==> src/rtl/crypto_dec_stream.sv <==
// crypto_dec_stream
// ---------------------------------------------------------------------------
// Iterative 8-bit stream decryptor. It undoes the team's round cipher, whose
// encrypt round r (r = 0..ROUNDS-1) is
//     x = rotl(x ^ k_r, ROT),  k_r = rotl(key, r mod 8).
// Decryption runs the rounds backwards, one per clock. Each round does
// x = rotr(x, ROT) ^ k_r. The round key starts at k_(ROUNDS-1) and is
// rotated right by one bit per round. That steps it down to k_(r-1).
//
// A byte is accepted in IDLE. The engine then spends exactly ROUNDS cycles
// in RUN and waits in DONE until the consumer takes the result.
//
// Parameters
//   ROUNDS      number of cipher rounds (1..8)
//   ROT         per-round rotate amount in bits (1..7)
//
// Ports
//   i_clk       system clock, rising edge
//   i_rst_n     synchronous active-low reset
//   i_key       cipher key, sampled only on the input handshake
//   i_in_valid  ciphertext byte present on i_in_data
//   o_in_ready  engine can accept a byte (state-derived, IDLE only)
//   i_in_data   ciphertext byte
//   o_out_valid plaintext byte present on o_out_data (DONE only)
//   i_out_ready consumer accepts o_out_data
//   o_out_data  plaintext byte; this is the working register, so it shows
//               round intermediates while in RUN
//   o_busy      high in RUN or DONE
//   o_byte_cnt  count of delivered plaintext bytes, wraps 255 -> 0
// ---------------------------------------------------------------------------
module crypto_dec_stream #(
    parameter int ROUNDS = 4,
    parameter int ROT    = 3
) (
    input  logic       i_clk,
    input  logic       i_rst_n,
    input  logic [7:0] i_key,
    input  logic       i_in_valid,
    output logic       o_in_ready,
    input  logic [7:0] i_in_data,
    output logic       o_out_valid,
    input  logic       i_out_ready,
    output logic [7:0] o_out_data,
    output logic       o_busy,
    output logic [7:0] o_byte_cnt
);

    localparam int RK_INIT_SH = (ROUNDS - 1) % 8;

    typedef enum logic [1:0] {
        ST_IDLE,
        ST_RUN,
        ST_DONE
    } state_t;

    state_t     r_state;
    state_t     w_state_nxt;
    logic [7:0] r_x;
    logic [7:0] w_x_nxt;
    logic [7:0] r_rk;
    logic [7:0] w_rk_nxt;
    logic [2:0] r_rnd;
    logic [2:0] w_rnd_nxt;
    logic [7:0] r_cnt;
    logic [7:0] w_cnt_nxt;
    logic       w_in_ready;
    logic       w_out_valid;
    logic       w_busy;

    // The top byte of {v,v} shifted left by n is v rotated left by n.
    function automatic logic [7:0] rotl8(input logic [7:0] v, input int n);
        logic [15:0] d;
        d = {v, v} << (n % 8);
        return d[15:8];
    endfunction

    function automatic logic [7:0] rotr8(input logic [7:0] v, input int n);
        return rotl8(v, 8 - (n % 8));
    endfunction

    // State and datapath registers. A reset abandons any byte in flight.
    always_ff @(posedge i_clk) begin
        if (!i_rst_n) begin
            r_state <= ST_IDLE;
            r_x     <= 8'h00;
            r_rk    <= 8'h00;
            r_rnd   <= 3'd0;
            r_cnt   <= 8'h00;
        end else begin
            r_state <= w_state_nxt;
            r_x     <= w_x_nxt;
            r_rk    <= w_rk_nxt;
            r_rnd   <= w_rnd_nxt;
            r_cnt   <= w_cnt_nxt;
        end
    end

    // Next-state, round datapath and state-decoded handshake outputs.
    // The key is captured with the byte, so later key changes do not
    // affect a byte already in flight.
    always_comb begin
        w_state_nxt = r_state;
        w_x_nxt     = r_x;
        w_rk_nxt    = r_rk;
        w_rnd_nxt   = r_rnd;
        w_cnt_nxt   = r_cnt;
        w_in_ready  = 1'b0;
        w_out_valid = 1'b0;
        w_busy      = 1'b0;
        case (r_state)
            ST_IDLE: begin
                w_in_ready = 1'b1;
                if (i_in_valid) begin
                    w_x_nxt     = i_in_data;
                    w_rk_nxt    = rotl8(i_key, RK_INIT_SH);
                    w_rnd_nxt   = 3'(ROUNDS - 1);
                    w_state_nxt = ST_RUN;
                end
            end
            ST_RUN: begin
                w_busy    = 1'b1;
                w_x_nxt   = rotr8(r_x, ROT) ^ r_rk;
                w_rk_nxt  = rotr8(r_rk, 1);
                w_rnd_nxt = r_rnd - 3'd1;
                if (r_rnd == 3'd0) begin
                    w_state_nxt = ST_DONE;
                end
            end
            ST_DONE: begin
                w_busy      = 1'b1;
                w_out_valid = 1'b1;
                if (i_out_ready) begin
                    w_cnt_nxt   = r_cnt + 8'd1;
                    w_state_nxt = ST_IDLE;
                end
            end
            default: begin
                w_state_nxt = ST_IDLE;
            end
        endcase
    end

    assign o_in_ready  = w_in_ready;
    assign o_out_valid = w_out_valid;
    assign o_busy      = w_busy;
    assign o_out_data  = r_x;
    assign o_byte_cnt  = r_cnt;

endmodule
==> config.mk <==
export PLATFORM = sky130hd
export DESIGN_NAME = crypto_dec_stream
export DESIGN_NICKNAME = d
export VERILOG_FILES = /design/src/rtl/crypto_dec_stream.sv
export SDC_FILE = /design/constraint.sdc
export NUM_CORES = 1
export LEC_CHECK = 0
export BUFFER_PORTS_ARGS = -buffer_cell sky130_fd_sc_hd__buf_2
export CAP_MARGIN = 20
export CORE_UTILIZATION = 40
export DETAILED_ROUTE_END_ITERATION = 12
export GPL_TIMING_DRIVEN = 1
export PLACE_DENSITY_LB_ADDON = 0.15
export SLEW_MARGIN = 15
export SYNTH_ARGS = -nofsm -noshare
export SYNTH_HDL_FRONTEND = slang
export SYNTH_SLANG_ARGS = --single-unit
==> constraint.sdc <==
create_clock -name i_clk -period 1.5 [get_ports i_clk]
set_clock_uncertainty 0.1 [all_clocks]
set_input_delay 0.3 -clock i_clk [delete_from_list [all_inputs] [get_ports i_clk]]
set_output_delay 0.3 -clock i_clk [all_outputs]
set_load 0.01 [all_outputs]
After elaboration in Yosys (flattened, before gate mapping)
Cells that the tools add are included.

storage, ports and cells
  register bits after elaboration = 29
  output and inout bits = 19

operators by class
  add/sub/neg operators = 2
  equal/unequal tests = 5
  mux-type cells = 13
  bitwise logic cells = 1
  reductions and logical operators = 7

operators by type and width
  operator                                                             count
  8-bit one-hot mux with 2 select lines                                2
  8-bit two-way mux                                                    2
  8-bit by 1-bit adder with 8-bit output (second input constant)       1
  8-bit XOR                                                            1
  2-bit two-way mux                                                    3
  2-bit != test (second input constant)                                3
  2-bit one-hot mux with 3 select lines                                1
  3-bit one-hot mux with 2 select lines                                1
  2-bit AND reduction                                                  2
  3-bit logical NOT                                                    1
  1-bit two-way mux                                                    3
  3-bit two-way mux                                                    1
  3-bit AND reduction                                                  1
  3-bit by 1-bit subtractor with 3-bit output (second input constant)  1
  2-bit by 1-bit == test with 1-bit output (second input constant)     1
  2-bit == test (second input constant)                                1
  2-bit logical NOT                                                    1
  2-bit nonzero test                                                   1
  2-bit OR reduction                                                   1

Longest topological paths before layout
Gate-level depths: netlist (run 1).

  depth in word-level cells = 3
  gate-level depth with buffers = 8
  depth with buffers taken out = 6

Least setup slack after synthesis (run 1)
Ideal clock, no wire load.

  path kind = reg-to-reg
  start point = register r_state[0]
  end point = register r_state[0]
  setup time = 0.116 ns
  arrival = 1.536 ns
  required time = 1.284 ns
  setup slack = -0.252 ns
  cell stages (with the launch flop) = 7
  cells stage by stage = dfxtp_1 > inv_1 > ha_1 > buf_2 > a222oi_1 > mux2i_1 > nor2b_1

on the way
  cells in the longest elaborated chain, start to end = 3
  elaborated cells on any way between the ends = 8

ends and longest elaborated chain
  item                                                                    RTL line  text
  from (decl)                                                             56        state_t r_state;
  from (signal assigned)                                                  90        r_state <= w_state_nxt;
  2-bit by 1-bit == test with 1-bit output, or another cell as far along  110       case (r_state)
  2-bit != test (no line)                                                 n/a
  3-bit AND reduction (no line)                                           n/a

Several ways; a longest one is shown, not always the timed one.
A chain may end at the register's enable or synchronous reset.

Worst setup path after layout (run 1)
  start point = register r_state[1]
  end point = register r_state[1]

Same word-level chain as after synthesis.

==> results of run 1 <==
## critical path, delay by kind of cell, from the launching register on
family / cells / cell delay, ps
muxes: 1 / 210
and+or+nand+nor: 1 / 60
buffers and inverters: 2 / 230
DFF: 1 / 380
adders and majority gates: 1 / 170
AOI/OAI and AO/OA: 1 / 320
## cell usage in the layout, fill, tap and decap left out, types with 7 or more instances in the layout
master     n
buf_2     36
dfxtp_1   27
nand2_1   23
buf_4     17
xnor2_1   13
nor2_1    10
a21oi_1    9
mux2i_1    9
o211a_1    8
o22ai_1    7
clkbuf_8   7
## per-stage QoR
step,hold slack [ps],std cells
2_1_floorplan,333.5,167
3_3_place_gp,347.9,259
3_5_place_dp,371.0,259
4_1_cts,213.7,269
5_1_grt,239.4,270
6_report,223.5,270
## per-layer routing
metal,up-vias,routed length (um),GRT usage
met5,-,0,0
met4,0,50,0.07849
met3,6,138,0.05839
met2,30,1713,0.3261
met1,637,1656,0.2352
li1,693,-,-
## sequential cells by signal, indices dropped and copies added, names as in the netlist
name and cells:
o_out_data 8, r_state 2, o_byte_cnt 8, r_rnd 3, r_rk 8
## power by group through the flow
| stage | registers, mW | logic [mW] | clock network (mW) |
|---|---|---|---|
| after floorplan | 1.20 | 1.24 | 0 |
| after global placement | 1.20 | 1.70 | 0 |
| after detailed placement | 1.22 | 1.76 | 0 |
| after CTS | 1.21 | 1.85 | 0.732 |
| after global routing | 1.25 | 2.22 | 0.767 |
| final | 1.22 | 2.05 | 0.709 |
## path summary, 6_finish.rpt
kind,end,cells after the start,slack [ps],from
max,r_state[1],6,-80,r_state[1]
min,o_out_data[5],3,220,i_in_data[5]
max reg2reg,r_state[1],6,-80,r_state[1]
min reg2reg,o_byte_cnt[1],2,400,o_byte_cnt[1]
## logic make-up after synthesis
family,after synthesis
buffers and inverters,17
adders and majority gates,7
DFF,29
muxes,11
and+or+nand+nor,53
AOI/OAI and AO/OA,36
xor gates and xnor gates,14
## final cells by class
type                       instances  area share
timing repair buffer              58      0.1813
clock inverter                     1    0.002433
inverter                           8     0.01825
sequential                        29      0.2859
multi-input combinational        121      0.4373
tap                               46     0.02798
clock buffer                       7     0.04684
## repair_timing
item,4_1_cts,5_1_grt
endpoints found under the hold margin,0,0
gates resized for setup,8,13
setup buffers,2,2
pin swaps,4,9
endpoints found under the setup margin,25,28
==> run summary, run 1 <==
status - finished with violations
failing checks - setup timing
Psw - 1.501 mW
clock share of power - 0.178
Total Nets Final - 250
clock slew at reported path FFs - 60 ps
Yosys top cell area share - 0.3946
Pwr Total - 3.975 mW
Net Count, Synth - 194
Die Height - 62.65 um
Worst EP arrival - 1650 ps
Final Cell Area - 0.002057 mm2
FMAX - 633.7 MHz
Worst Setup Start Kind - register
Via density - 5.059
DR iter-0 viols - 78
wire per inst - 13.18 um
Fill cells - 313
Core Util, Final - 0.5976
vias in the first global route - 1322
RSZ-0062 raised after global routing - yes
hold buffers post-CTS - 0
antenna violations before repair - 0
num ports - 39
Lkg Pwr - 0.9537 nW
slowest stage cell, crit path - dfxtp_4
post-synthesis mux area share - 0.07568
Final Critical Period - 1578 ps
most instantiated library cell after synthesis - dfxtp_1
GRT Total Usage - 0.1961
CTS buffer count - 5
Worst-Skew Late Latency - 280 ps
first-pass GRT wire length - 5.982 mm
placer congestion estimate - 0.8576
Final ANT Viol Nets - 0
Worst Tran Pin Value - 376.9 ps
Synth Area in Simple Gates - 0.1692
Seq/Total Area, Yosys - 0.3946
Post-Synth XOR/XNOR Area - 0.08333
final slew viol count - 0
Yosys top cell by area - dfxtp_1
CTS Buffer Depth - 2
CP Capture Type - register
fin crit share - 1.052
Routed WL - 3.559 mm
Seq cells post-synth - 29
share of power burned in combinational logic - 0.515
total gr overflow - 0
largest family of logic cells by synthesized area - compound AO/OA/AOI/OAI gates
Core Box Area - 0.003442 mm2
Sink Count - 29
Synth cell types - 30
# H-tree levels - 2
Hold Fails Final Rpt - 0
TritonRoute pass-1 iters - 4
Register Area - 588.1 um2
n_diodes - 0
via count of the routed design - 1366
Final Worst Setup Slack - -77.92 ps
CTS tree - yes
Peak supply drop - 0.0008733 V
EDFF count, synth - 0
synth-to-layout area growth - 39.80%
worst endpoint required time - 1570 ps
Syn Std Cell Area - 0.001471 mm2
dpl hpwl - 2.552 mm
die span in x - 62.65 um
sequential fraction of design power - 0.307
Commonest cells post-synth - 29 x dfxtp_1, 24 x nand2_1, 13 x xnor2_1
Hold Crit Class - input pin to register
setup TNS - -357.1 ps
placed cell area - 0.001854 mm2
die area - 0.003925 mm2
Net Sw Frac - 0.3775
worst-path fanout max - 4
Crit Path Category - register to register
Port Buffers - 38
Synth Flop Type - dfxtp_1
multi-input gate area in the final layout - 899.6 um2
drc violations - 0
Starting Density - 0.4275
Worst path max stage delay - 380 ps
Rel. slew slack - 0.7487
Mapped Cells - 167
# setup viols final - 10
Post-Synth Adder-Cell Area - 0.05952
complex-gate fraction of the synthesized area - 0.1709
layout cells sized above 1 - 0.3795
Avg Synthesized Cell Area - 8.811 um2
Setup WS pre-CTS - -111.9 ps
MaxCap Viol Count - 0
synth warn - 0
PD cells - 1933 mW/mm2
largest net degree at the start of global routing - 23
ys async rst share - 0
placement row count - 21
root buffer cell - clkbuf_8
largest cells by area after synthesis - dfxtp_1 39%, xnor2_1 7.7%, mux2i_1 6.8%
internal power - 2.474 mW
sequence of cells on the critical path - inv_4 -> ha_4 -> a222oi_1 -> buf_4 -> mux2i_1 -> nor2b_1
No activity file was read; power rests on OpenSTA's default activity.
==> run 2, diff against run 1 <==
--- a/config.mk
+++ b/config.mk
@@ -7,7 +7,8 @@
 export LEC_CHECK = 0
 export BUFFER_PORTS_ARGS = -buffer_cell sky130_fd_sc_hd__buf_2
 export CAP_MARGIN = 20
-export CORE_UTILIZATION = 40
+export CORE_UTILIZATION = 45
+export CTS_CLUSTER_SIZE = 20
 export DETAILED_ROUTE_END_ITERATION = 12
 export GPL_TIMING_DRIVEN = 1
 export PLACE_DENSITY_LB_ADDON = 0.15
==> run summary, run 2 (synthesized netlist as in run 1, its figures left out) <==
root buffer cell - clkbuf_4
Starting Density - 0.4780
largest net degree at the start of global routing - 21
Critical R2R Launch - r_state[0]
placement row count - 20
placed instance count - 259
die area - 0.003502 mm2
n_diodes - 0
worst endpoint required time - 1620 ps
Sink Count - 29
total gr overflow - 0
CP Capture Type - register
reg2reg end - o_byte_cnt[7]
Worst-Skew Late Latency - 320 ps
vias in the first global route - 1301
antenna violations before repair - 0
TritonRoute pass-1 iters - 4
Hold Crit Class - input pin to register
fin crit share - 1.088
DR iter-0 viols - 80
reg2reg setup slack - -130 ps
Worst EP arrival - 1760 ps
synth-to-layout area growth - 37.93%
failing checks - setup timing
num ports - 39
commonest non-fill, non-tap cell in the layout - buf_2
Rel. slew slack - 0.8223
worst-path fanout max - 3
MaxCap Viol Count - 0
Worst Tran Pin Value - 266.6 ps
CTS tree - yes
Routed WL - 3.469 mm
CP endpoint - o_byte_cnt[7]
Die Height - 59.18 um
wire per inst - 12.85 um
final slew viol count - 0
Lkg Pwr - 0.9530 nW
drc violations - 0
Total Nets Final - 252
Port Buffers - 38
clock slew at reported path FFs - 90 ps
# setup viols final - 15
status - finished with violations
layout cells sized above 1 - 0.3673
PD cells - 1874 mW/mm2
placer congestion estimate - 0.8012
Worst Setup Start Kind - register
Final ANT Viol Nets - 0
Final Worst Setup Slack - -131.4 ps
CTS Buffer Depth - 2
# H-tree levels - 2
Hold Fails Final Rpt - 0
Core Box Area - 0.003078 mm2
most frequent cells in the layout - 35 x buf_2, 27 x dfxtp_1, 23 x nand2_1, 18 x buf_4, 13 x xnor2_1
R2R depth - 6
CTS buffer count - 5
Hold WS - 173.4 ps
Worst Setup SP - r_state[0]
FMAX - 613.0 MHz
first-pass GRT wire length - 5.589 mm
Crit Path Category - register to register
via count of the routed design - 1360
Peak supply drop - 0.001259 V
RSZ-0062 raised after global routing - yes
GRT Total Usage - 0.2169
fin cells - 270
die span in x - 59.18 um
Final Critical Period - 1631 ps
dpl hpwl - 2.531 mm
Via density - 5.037
==> run 2: cell count changes in the layout (fill, tap and decap cells not counted), sizes merged <==
cell,previous run,this run
buf,58,60
==> run 2: final cells by class <==
| type | count | area [um2] |
|---|---|---|
| Fill cell | 274 | 1049 |
| Multi-Input combinational cell | 121 | 878.3 |
| Sequential cell | 29 | 588.1 |
| Timing Repair Buffer | 60 | 397.9 |
| Clock buffer | 7 | 65.06 |
| Tap cell | 44 | 55.05 |
| Inverter | 8 | 40.04 |
| Clock inverter | 1 | 5.005 |
==> run 2: what timing repair did <==
item	4_1_cts	5_1_grt
setup buffers	2	2
gates resized for setup	8	11
gates cloned	0	0
hold buffers	0	0
pin swaps	4	6
setup endpoints to repair	24	26
==> run 2: where the power goes <==
part	internal [mW]	leakage, nW	switching [mW]
combinational	1.09	0.673	0.974
clock	0.271	0.0413	0.274
sequential	0.997	0.239	0.201
total	2.35	0.953	1.45
==> run 2: how the worst min path moves through the flow <==
stage / endpoint / slack [ps] / start / depth (start not counted)
final: o_out_data[3] / 170 / i_in_data[3] / 3
after floorplan: r_rnd[2] / 330 / r_rnd[2] / 2
after detailed placement: r_rnd[2] / 370 / r_rnd[2] / 2
after global placement: r_rnd[2] / 350 / r_rnd[2] / 2
after global routing: o_out_data[3] / 170 / i_in_data[3] / 3
after CTS: o_out_data[3] / 160 / i_in_data[3] / 3
==> run 2: per-layer routing <==
metal	wire length (um)	vias to the layer above	GRT usage
li1	-	689	-
met1	1534	617	0.2657
met2	1678	42	0.3451
met3	157	12	0.04585
met4	98	0	0.1361
met5	0	-	0
==> run 2: worst max-delay path, cell delays in order, from the launching register on <==
cell and delay [ps]:
dfxtp_4 370, inv_4 70, ha_4 130, and4_1 200, or3b_4 380, xnor2_1 130
and2_1 150
==> run 2: per-stage QoR <==
step | instance area [um2] | setup WS [ps] | total power [mW] | utilization | setup TNS, ps
2_1_floorplan | 1526 | -147.0 | 2.447 | - | -995.1
3_3_place_gp | 1867 | -71.86 | 2.949 | 0.6065 | -391.7
3_5_place_dp | 1867 | -119.9 | 3.025 | 0.6065 | -1173
4_1_cts | 1987 | -109.1 | 3.703 | 0.6455 | -1096
5_1_grt | 2029 | -173.7 | 4.069 | 0.6594 | -1502
6_report | 2029 | -131.4 | 3.804 | 0.6594 | -547.4
==> run 3, diff against run 2 <==
--- a/config.mk
+++ b/config.mk
@@ -5,8 +5,8 @@
 export SDC_FILE = /design/constraint.sdc
 export NUM_CORES = 1
 export LEC_CHECK = 0
+export ABC_AREA = 1
 export BUFFER_PORTS_ARGS = -buffer_cell sky130_fd_sc_hd__buf_2
-export CAP_MARGIN = 20
 export CORE_UTILIZATION = 45
 export CTS_CLUSTER_SIZE = 20
 export DETAILED_ROUTE_END_ITERATION = 12
==> run summary, run 3 <==
Worst-Skew Late Latency - 330 ps
worst endpoint required time - 1100 ps
CTS Buffer Depth - 2
Hold Crit Class - input pin to register
n_diodes - 0
Seq cells post-synth - 29
placer congestion estimate - 0.7553
die span in x - 61.03 um
Hold Fails Final Rpt - 0
Seq/Total Area, Yosys - 0.3703
FMAX - 648.9 MHz
MaxCap Viol Count - 0
Via density - 4.705
synth warn - 0
TritonRoute pass-1 iters - 4
RSZ-0062 raised after global routing - yes
wire per inst - 10.77 um
Routed WL - 3.835 mm
most instantiated library cell after synthesis - nand2_1
final slew viol count - 0
die area - 0.003724 mm2
Final Cell Area - 0.002220 mm2
DR iter-0 viols - 53
most frequent cells in the layout - 79 x nand2_1, 57 x nor2_1, 35 x buf_2, 27 x dfxtp_1, 20 x inv_1
Worst EP arrival - 1140 ps
clock slew at reported path FFs - 100 ps
Synth Area in Simple Gates - 0.3951
placed cell area - 0.001867 mm2
largest net degree at the start of global routing - 30
hold buffers post-CTS - 0
Lkg Pwr - 1.127 nW
num ports - 39
complex-gate fraction of the synthesized area - 0.09497
Synth Flop Type - dfxtp_1
# H-tree levels - 2
Peak supply drop - 0.001110 V
Rel. slew slack - 0.8555
Crit Path Category - register to primary output
via count of the routed design - 1675
first-pass GRT wire length - 5.830 mm
Post-Synth Adder-Cell Area - 0.05587
Mapped Cells - 256
PD cells - 2085 mW/mm2
Hold WS - 174.9 ps
ys async rst share - 0
Synth cell types - 16
layout cells sized above 1 - 0.2871
Worst Tran Pin Value - 216.0 ps
Commonest cells post-synth - 85 x nand2_1, 65 x nor2_1, 29 x dfxtp_1
GRT Total Usage - 0.2120
# setup viols final - 15
status - finished with violations
dpl hpwl - 2.460 mm
post-synthesis mux area share - 0
Setup WS pre-CTS - -18.50 ps
Sink Count - 29
Post-Synth XOR/XNOR Area - 0
vias in the first global route - 1382
Port Buffers - 38
root buffer cell - clkbuf_4
worst-path fanout max - 3
Pwr Total - 4.628 mW
largest family of logic cells by synthesized area - simple AND/OR/NAND/NOR gates
Final ANT Viol Nets - 0
Yosys top cell area share - 0.3703
Yosys top cell by area - dfxtp_1
fin crit share - 1.027
Syn Std Cell Area - 0.001568 mm2
CTS buffer count - 5
antenna violations before repair - 0
Die Height - 61.03 um
Core Box Area - 0.003337 mm2
drc violations - 0
CTS tree - yes
total gr overflow - 0
largest cells by area after synthesis - dfxtp_1 37%, nand2_1 20%, nor2_1 16%
commonest non-fill, non-tap cell in the layout - nand2_1
EDFF count, synth - 0
Net Count, Synth - 283
CP Capture Type - primary output
placement row count - 21
Final Critical Period - 1541 ps
Avg Synthesized Cell Area - 6.124 um2
Starting Density - 0.4698
failing checks - setup timing
Total Nets Final - 336
Final Worst Setup Slack - -41.03 ps
synth-to-layout area growth - 41.58%
Worst Setup Start Kind - register
==> run 3: cell count changes in the layout (fill, tap and decap cells not counted), sizes merged, moves of 8 or more <==
cell,delta
nand2,+61
xnor2,-13
mux2i,-10
inv,+16
o22ai,-8
o21ai,+15
o211a,-8
nor2,+55
==> run 3: final timing paths <==
check	cells past startpoint	slack [ps]	from	end
max reg2reg	9	-40	r_state[1]	r_rk[2]
min reg2reg	2	410	o_byte_cnt[0]	o_byte_cnt[0]
max	4	-40	r_state[1]	o_in_ready
min	5	170	i_in_data[2]	o_out_data[2]
==> run 3: final cells by class <==
type                       count  area, um2
clock inverter                 3      65.06
fill                         315       1117
sequential                    29      585.6
multi-input combinational    195      969.7
tap                           46      57.56
timing repair buffer          54      406.6
clock buffer                   5      37.54
inverter                      24      97.59
==> run 3: power breakdown <==
part,switching [mW],internal [mW]
logic,1.31,1.19
registers,0.272,1.05
clock network,0.296,0.516
==> run 3: cells by family (layout without fill, tap and decap cells) <==
group,count (synthesis),in the layout
AO/OA/AOI/OAI,27,27
adder cells (fa/ha/maj),7,7
buffers and inverters,32,86
flip-flops,29,29
AND/OR/NAND/NOR,161,161
==> run 3: worst max-delay path, stage by stage, from the launching register on <==
cell and delay [ps]:
dfxtp_4 390, inv_6 50, ha_4 150, buf_6 110
buf_6 110
==> run 3: metal layers <==
layer  track usage  vias up  share of wire
met5             0        -              0
met4       0.05844        0          0.014
met3       0.05672        7          0.045
met2        0.3463       42           0.47
met1        0.2763      740           0.47
li1              -      886              -
==> run 3: what timing repair did <==
| action | in CTS | in global routing |
|---|---|---|
| gates resized for setup | 14 | 43 |
| pin swaps | 0 | 15 |
| cloned | 0 | 1 |
| setup buffers | 4 | 2 |
| endpoints found under the setup margin | 13 | 28 |
==> run 3: metrics by stage <==
stage / TNS, ps / instances / util
floorplan: 0 / 256 / -
global placement: 0 / 341 / 0.5594
detailed placement: -82.76 / 341 / 0.5594
CTS: -42.10 / 353 / 0.6157
global route: -1600 / 356 / 0.6652
finish: -256.1 / 356 / 0.6652
